### config.mk
export PLATFORM = sky130hd
export DESIGN_NAME = keypad_scanner
export DESIGN_NICKNAME = d
export VERILOG_FILES = /design/src/rtl/keypad_pkg.sv /design/src/rtl/kp_row_sync.sv /design/src/rtl/keypad_scanner.sv
export SDC_FILE = /design/constraint.sdc
export NUM_CORES = 1
export LEC_CHECK = 0
export CORE_ASPECT_RATIO = 1.4
export CORE_MARGIN = 3
export CORE_UTILIZATION = 51
export CTS_CLUSTER_DIAMETER = 40
export CTS_CLUSTER_SIZE = 24
export DETAILED_ROUTE_END_ITERATION = 8
export GPL_ROUTABILITY_DRIVEN = 1
export PLACE_DENSITY = 0.7
export SLEW_MARGIN = 15
export SYNTH_ARGS = -nofsm -noshare
export SYNTH_HDL_FRONTEND = slang
export SYNTH_SLANG_ARGS = --single-unit
export TNS_END_PERCENT = 10
### constraint.sdc
create_clock -name i_clk -period 4.35 [get_ports i_clk]
set_input_delay 0.435 -clock i_clk [delete_from_list [all_inputs] [get_ports i_clk]]
set_output_delay 0.435 -clock i_clk [all_outputs]
set_load 0.02 [all_outputs]
### src/rtl/keypad_pkg.sv
// Shared types and key map for the 4x4 keypad scanner.
// The decode turns a latched row pattern plus the driven column into a key classification.
package keypad_pkg;

  typedef enum logic [2:0] {
    SCAN     = 3'd0,
    PRESS_DB = 3'd1,
    EMIT     = 3'd2,
    WAIT_REL = 3'd3,
    REL_DB   = 3'd4
  } kp_state_t;

  localparam logic [3:0] KEY_CLEAR = 4'hE;  // '*'
  localparam logic [3:0] KEY_HASH  = 4'hF;  // '#'

  // Indexed by {row, col}
  localparam logic [0:15][3:0] KEY_MAP = {
    4'h1,      4'h2, 4'h3,     4'hA,
    4'h4,      4'h5, 4'h6,     4'hB,
    4'h7,      4'h8, 4'h9,     4'hC,
    KEY_CLEAR, 4'h0, KEY_HASH, 4'hD
  };

  typedef struct packed {
    logic       valid;
    logic       is_digit;
    logic       is_clear;
    logic [3:0] value;
  } key_dec_t;

  // valid only when exactly one row is pulled low
  function automatic key_dec_t key_decode(input logic [3:0] rows_n, input logic [1:0] col);
    key_dec_t   d;
    logic [1:0] row;
    logic [2:0] n_low;
    row   = 2'd0;
    n_low = 3'd0;
    for (int i = 0; i < 4; i++) begin
      if (!rows_n[i]) begin
        n_low = n_low + 3'd1;
        row   = i[1:0];
      end
    end
    d.value    = KEY_MAP[{row, col}];
    d.valid    = (n_low == 3'd1);
    d.is_digit = d.valid && (d.value <= 4'd9);
    d.is_clear = d.valid && (d.value == KEY_CLEAR);
    return d;
  endfunction

endpackage

### src/rtl/kp_row_sync.sv
// Two-flop synchronizer for the asynchronous keypad row inputs.
// Resets to all-high so an idle keypad is seen during and after reset.
module kp_row_sync (
  input  logic       i_clk,
  input  logic       i_reset,
  input  logic [3:0] i_row_n,
  output logic [3:0] o_rows_s
);

  logic [3:0] r_meta;
  logic [3:0] r_sync;

  always_ff @(posedge i_clk or negedge i_reset) begin
    if (!i_reset) begin
      r_meta <= 4'b1111;
      r_sync <= 4'b1111;
    end else begin
      r_meta <= i_row_n;
      r_sync <= r_meta;
    end
  end

  assign o_rows_s = r_sync;

endmodule

### src/rtl/keypad_scanner.sv
// 4x4 keypad scanner: column scan, press/release debounce, one-cycle enter/clear strobes.
// Strobes and digit are registered on entry to EMIT so digit is valid with enter.
module keypad_scanner
  import keypad_pkg::*;
#(
  parameter int SCAN_DIV     = 1000,
  parameter int DEBOUNCE_CYC = 20000
) (
  input  logic       i_clk,
  input  logic       i_reset,
  input  logic [3:0] i_row_n,
  output logic [3:0] o_col_n,
  output logic [3:0] o_digit,
  output logic       o_enter,
  output logic       o_clear,
  output logic       o_busy
);

  localparam int SW = $clog2(SCAN_DIV);
  localparam int DW = $clog2(DEBOUNCE_CYC);
  localparam logic [SW-1:0] SLOT_LAST = SW'(SCAN_DIV - 1);
  localparam logic [DW-1:0] DB_LAST   = DW'(DEBOUNCE_CYC - 1);

  logic [3:0]    w_rows_s;
  kp_state_t     r_state, w_state;
  logic [1:0]    r_col,   w_col;
  logic [SW-1:0] r_slot,  w_slot;
  logic [DW-1:0] r_db,    w_db;
  logic [3:0]    r_pat,   w_pat;
  logic [3:0]    r_digit, w_digit;
  logic          r_enter, w_enter;
  logic          r_clear, w_clear;
  logic          r_busy,  w_busy;
  key_dec_t      w_key;

  kp_row_sync u_sync (
    .i_clk    (i_clk),
    .i_reset  (i_reset),
    .i_row_n  (i_row_n),
    .o_rows_s (w_rows_s)
  );

  assign w_key = key_decode(r_pat, r_col);

  always_ff @(posedge i_clk or negedge i_reset) begin
    if (!i_reset) begin
      r_state <= SCAN;
      r_col   <= 2'd0;
      r_slot  <= '0;
      r_db    <= '0;
      r_pat   <= 4'b1111;
      r_digit <= 4'd0;
      r_enter <= 1'b0;
      r_clear <= 1'b0;
      r_busy  <= 1'b0;
    end else begin
      r_state <= w_state;
      r_col   <= w_col;
      r_slot  <= w_slot;
      r_db    <= w_db;
      r_pat   <= w_pat;
      r_digit <= w_digit;
      r_enter <= w_enter;
      r_clear <= w_clear;
      r_busy  <= w_busy;
    end
  end

  always_comb begin
    w_state = r_state;
    w_col   = r_col;
    w_slot  = r_slot;
    w_db    = r_db;
    w_pat   = r_pat;
    w_digit = r_digit;
    w_enter = 1'b0;
    w_clear = 1'b0;
    w_busy  = r_busy;
    case (r_state)
      SCAN: begin
        if (r_slot == SLOT_LAST) begin
          w_slot = '0;
          if (w_rows_s == 4'b1111) begin
            w_col = r_col + 2'd1;
          end else begin
            w_pat   = w_rows_s;
            w_busy  = 1'b1;
            w_db    = '0;
            w_state = PRESS_DB;
          end
        end else begin
          w_slot = r_slot + 1'b1;
        end
      end
      PRESS_DB: begin
        if (w_rows_s != r_pat) begin
          w_busy  = 1'b0;
          w_col   = r_col + 2'd1;
          w_slot  = '0;
          w_state = SCAN;
        end else if (r_db == DB_LAST) begin
          w_state = EMIT;
          if (w_key.valid && w_key.is_digit) begin
            w_enter = 1'b1;
            w_digit = w_key.value;
          end else if (w_key.valid && w_key.is_clear) begin
            w_clear = 1'b1;
          end
        end else begin
          w_db = r_db + 1'b1;
        end
      end
      EMIT: w_state = WAIT_REL;
      WAIT_REL: begin
        if (w_rows_s == 4'b1111) begin
          w_db    = '0;
          w_state = REL_DB;
        end
      end
      REL_DB: begin
        if (w_rows_s != 4'b1111) begin
          w_state = WAIT_REL;
        end else if (r_db == DB_LAST) begin
          w_busy  = 1'b0;
          w_col   = 2'd0;
          w_slot  = '0;
          w_state = SCAN;
        end else begin
          w_db = r_db + 1'b1;
        end
      end
      default: w_state = SCAN;
    endcase
  end

  assign o_col_n = ~(4'b0001 << r_col);
  assign o_digit = r_digit;
  assign o_enter = r_enter;
  assign o_clear = r_clear;
  assign o_busy  = r_busy;

endmodule

Yosys cells after proc, flatten, opt, wreduce, memory -nomap -nowiden

Memories as Yosys holds them, arrays and structs flattened.
Cells that the tools add are included.

Register bits: 49
Bits in read-only memories: 64
Input port bits: 6
Output and inout port bits: 11
Memories: 1

Add/subtract/negate cells: 6
Order comparisons: 2
Equality and inequality tests: 21
Shift-type cells: 1
Mux-type cells: 50
Bitwise logic cells: 4
Reductions and logical operators: 14

Memories:

| memory          | depth | bits a word | rd ports | clocked after memory_dff | write ports | line             | text |
|---|---|---|---|---|---|---|---|
| (no name shown) | 16    | 4           | 1        | 0                        | 0           | keypad_pkg.sv:44 | `d.value = KEY_MAP[{row, col}];` |

Operators by type and width:

| kind                                                                   | count |
|---|---|
| 15-bit 2-to-1 mux                                                      | 6 |
| 15-bit one-hot mux with 4 select lines                                 | 1 |
| 10-bit 2-to-1 mux                                                      | 4 |
| 3-bit 2-to-1 mux                                                       | 10 |
| 10-bit one-hot mux with 3 select lines                                 | 1 |
| 6-bit AND reduction                                                    | 3 |
| 1-bit 2-to-1 mux                                                       | 16 |
| 2-bit inequality test (second input constant)                          | 8 |
| 15-bit by 1-bit adder with 15-bit output (second input constant)       | 1 |
| 15-bit equality test (second input constant)                           | 1 |
| 3-bit one-hot mux with 5 select lines                                  | 1 |
| 2-bit 2-to-1 mux                                                       | 7 |
| 10-bit by 1-bit adder with 10-bit output (second input constant)       | 1 |
| 10-bit equality test (second input constant)                           | 1 |
| 3-bit by 1-bit adder with 3-bit output (second input constant)         | 3 |
| 4-bit equality test (second input constant)                            | 2 |
| 4-bit 2-to-1 mux                                                       | 2 |
| 4-bit AND reduction                                                    | 2 |
| 3-bit by 1-bit equality test with 1-bit output (second input constant) | 2 |
| 3-bit by 2-bit equality test with 1-bit output (second input constant) | 2 |
| 3-bit inequality test (second input constant)                          | 2 |
| 2-bit one-hot mux with 3 select lines                                  | 1 |
| 5-bit >= comparator (second input constant)                            | 1 |
| 4-bit NOT with 5-bit output                                            | 1 |
| other kinds (15)                                                       | 19 |

Longest topological paths before layout

Depth after elaboration: 15
Gate-level depth with buffers: 10
Mapped depth without buffers: 10

By module

A second synthesis with hierarchy kept.

Cell total of the unflattened synthesis: 300
Area total of the unflattened synthesis: 2,829.0 um2

Modules (own cells, without submodules):

| module         | times used | cells each | area an instance (um2) | seq. area each (um2) |
|---|---|---|---|---|
| keypad_scanner | 1          | 292        | 2,618.8                | 1,031.0 |
| kp_row_sync    | 1          | 8          | 210.2                  | 210.2 |

Worst setup path before layout

OpenSTA, ideal clock, no wires.

Kind: reg2reg
Start point: register r_pat[1]
End point: register r_digit[2], in the netlist o_digit[2]
Setup time: 125 ps
Arrival time: 2,394 ps
Required time: 4,225 ps
Setup slack: 1,831 ps
Stages on the path, launching flop included: 10
Buffers on the path: 0
Clock period less this slack: 2,519 ps
Path through: dfstp_2 > inv_1 > ha_1 > xnor2_1 > ha_1 > nor2b_1 > nor4b_1 > o221a_2 > nand3_1 > mux2_2

Cells in the longest elaborated chain, start to end: 11

RTL lines:

| what                                                | line                  | text |
|---|---|---|
| start, declared                                     | keypad_scanner.sv:29  | `logic [3:0] r_pat, w_pat;` |
| start signal, assigned                              | keypad_scanner.sv:61  | `r_pat <= w_pat;` |
| 1-bit 2-to-1 mux                                    | keypad_pkg.sv:39      | `if (!rows_n[i]) begin` |
| 2-bit 2-to-1 mux (2 in a row)                       | keypad_pkg.sv:39      |  |
| 4-bit NOT with 5-bit output (implied by the code)   | keypad_pkg.sv:44      |  |
| memory read 16 x 4 bit                              | --                    |  |
| 4-bit 2-to-1 mux (implied by the code) (2 in a row) | keypad_pkg.sv:44      |  |
| 4-bit less-or-equal comparator                      | keypad_pkg.sv:46      | `d.is_digit = d.valid && (d.value <= 4'd9);` |
| 1-bit logical AND                                   | keypad_pkg.sv:46      |  |
| 1-bit logical AND                                   | keypad_scanner.sv:103 | `if (w_key.valid && w_key.is_digit) begin` |
| 4-bit AND reduction (no line)                       | --                    |  |
| end signal, assigned                                | keypad_scanner.sv:62  | `r_digit <= w_digit;` |
| end, declared                                       | keypad_scanner.sv:30  | `logic [3:0] r_digit, w_digit;` |

Several ways; a longest one is shown, not always the timed one. The select of a mux whose other input is x is not followed.
A chain may end at the register's enable or synchronous reset.

Final worst setup path

Same ends and word-level chain as after synthesis.

==> impl_metrics.ini <==
[detailed_routing]
finalWirelength_mm = 6.43
vias_per_cell = 6.26
first_iter_violations = 140
ant_nets = 0
drt_pass1_iterations = 4
vias = 2480
wl_per_cell_um = 16.2
post-route-drc-count = 0

[pwr]
cellPowerDensity_nw_per_um2 = 259
fin_total_pwr_w = 0.000862
peakVddDrop_mv = 0.151
p_leak_nw = 1.36

[worst_setup_path]
required_ns = 4.55
critPathSlowestCell = dfstp_2
cp_max_fo = 7
ff2ff_setup_slack_ns = 1.65
critPathBufInv = 1
critical_path_class = flop to flop
cp-end-kind = flop
cp.arrival_ns = 2.90
startpoint_type = flop
cp_common_cell = ha_1
cp_top_family = simple AND/OR/NAND/NOR gates
worstPathCellList = inv_1 -> ha_1 -> xnor2_1 -> ha_1 -> nor2b_1 -> nor4b_1 -> o221a_2 -> nand3_1 -> mux2_2
slowest_delay_ns = 0.60

[clocking]
root_buffer = clkbuf_8
cts_resized = 0
clk_pin_slew_ns = 0.09
cts_buffers = 5
clkSinkCount = 49
clock_latency_ns = 0.30
clock_path_buffers = 2
htree_levels = 2
cts.hold.buffers_added = 0
cts_tree = built
post-cts-setup-buffer-count = 0

[sta]
slew_viol_final = 0
fin_crit_ns = 2.70
fin_tns_setup_ns = 0
tightestPinTransition_ns = 0.871
fmax_mhz = 371
skew_ns = 0.00968
finalCritPeriodShare = 0.620
finalSetupViolations = 0
fin_hold_ws_ns = 0.226
rsz0062_at_grt = no
hold_violations = 0
relSlewSlack = 0.419

[logic_synthesis]
synth_edf_count = 0
syn-num-nets = 336
async_flop_share = 1.00
netlist.area_leader.share = 0.306
ys_warn_count = 0
yosys.area.top_type = dfrtp_1
yosys-top-cells-area = dfrtp_1 (31%), dfstp_2 (10%), ha_1 (4.6%), nand2_1 (2.9%), o21ai_0 (2.8%)
post-synth-top-count-cell = dfrtp_1
ys.flop_type = dfrtp_1
syn_avg_cell_area_um2 = 9.48
netlist_instances = 319
yosysSeqAreaShare = 0.410
mappedNetlistArea_um2 = 3020
synth_cell_types = 60
synth_commonest_cells = dfrtp_1 (37), nand2_1 (23), inv_1 (19), nor2_1 (18), o21ai_0 (17)
ys_ff_latch = 49

[die]
start_util = 0.536
fp.dieW_um = 71.1
row_count = 32
die_area_um2 = 6900
ios = 17
core-area_um2 = 5650
die_h_um = 97.1

[outcome]
status = complete, no violations

[finish]
final_nets = 344
num_antenna_cells = 0
final_layout_size_suffix_gt1_frac = 0.122
syn_to_final_growth_pct = 9.97
design_area_um2 = 3330
instances_no_fill = 396
nFillCells = 503

[placed_design]
dp_cells = 388
port_buffers = 16
gp_congestion = 0.852
dp_hpwl_mm = 4.61
place_area_um2 = 3190

[min_path]
hp-class = input pin to asynchronous set/reset pin

[job]
max_cap_violations = 0

[global_routing]
antenna_found_initial = 0
grt_max_degree = 50
overflow = 0
track_usage = 0.199
grt_pass1_wl_mm = 11.3
grt_pass1_vias = 2389
## metrics by stage
| step | setup WS (ns) | util |
|---|---|---|
| floorplan | 1.83 | - |
| global placement | 1.73 | 0.565 |
| detailed placement | 1.67 | 0.565 |
| CTS | 1.66 | 0.589 |
| global route | 1.44 | 0.589 |
| finish | 1.65 | 0.589 |
## registers in the layout, summed over array words and instances (netlist names)
register / count
o_busy: 1
o_clear: 1
o_digit: 4
o_enter: 1
r_col: 2
r_db: 15
r_pat: 4
r_slot: 10
r_state: 3
u_sync.o_rows_s: 4
u_sync.r_meta: 4
## final cells by class
| cell class | instances | area (µm²) | share of cell area |
|---|---|---|---|
| inverter | 19 | 71.3 | 0.0214 |
| clock inverter | 3 | 65.1 | 0.0196 |
| multi-input combinational | 233 | 1620 | 0.486 |
| timing repair buffer | 19 | 178 | 0.0534 |
| tap | 68 | 85.1 | 0.0256 |
| sequential | 49 | 1240 | 0.373 |
| clock buffer | 5 | 68.8 | 0.0207 |
## power by group
part	total [W]	internal, W	leakage (nW)	switching [W]
registers	0.000465	0.000462	0.628	0.00000303
logic	0.0000161	0.00000515	0.664	0.0000109
clock network	0.000380	0.000228	0.0681	0.000152
## layout by cell type (no fill, tap or decap), types with 4 or more instances in the layout
cell type        count
nor3_1               7
a32o_1               5
xor2_1               4
nor2b_1              5
o22a_1               9
nand2_1             23
o21ai_0             17
a21oi_1             11
clkbuf_8             5
and2_1               4
nand4_1              5
mux2i_1              6
a211o_1              5
o211ai_1             7
dfrtp_1             37
nor2_1              18
mux2_2               4
nand3_1             13
clkdlybuf4s50_1     15
a211oi_1             9
a2111oi_0            5
ha_1                11
inv_1               19
nand2b_1             6
dfstp_2             12
nor4_1               5
and3_1               4
## routing by layer
layer,part of all wire,track usage
met1,0.43,0.245
met2,0.52,0.347
met5,0,0
met3,0.029,0.0290
met4,0.019,0.0724
## cells by family after synthesis
group,Yosys count,synth area share
and+or+nand+nor,109,0.195
AOI/OAI and AO/OA,96,0.239
DFF,49,0.410
buffers and inverters,37,0.0550
adders and majority gates,11,0.0455
muxes,10,0.0348
xor gates and xnor gates,7,0.0203
## worst paths after layout
| kind | from | endpoint | depth (start not counted) |
|---|---|---|---|
| setup / recovery | r_pat[1] | o_digit[2] | 9 |
| hold / removal | i_reset | o_digit[2] | 2 |
| setup reg to reg | r_pat[1] | o_digit[2] | 9 |
| hold reg to reg | u_sync.r_meta[2] | u_sync.o_rows_s[2] | 0 |
| max in group asynchronous | i_reset | r_db[7] | 2 |
| min in group i_clk | u_sync.r_meta[2] | u_sync.o_rows_s[2] | 0 |
(Power assumes the default switching activity.)
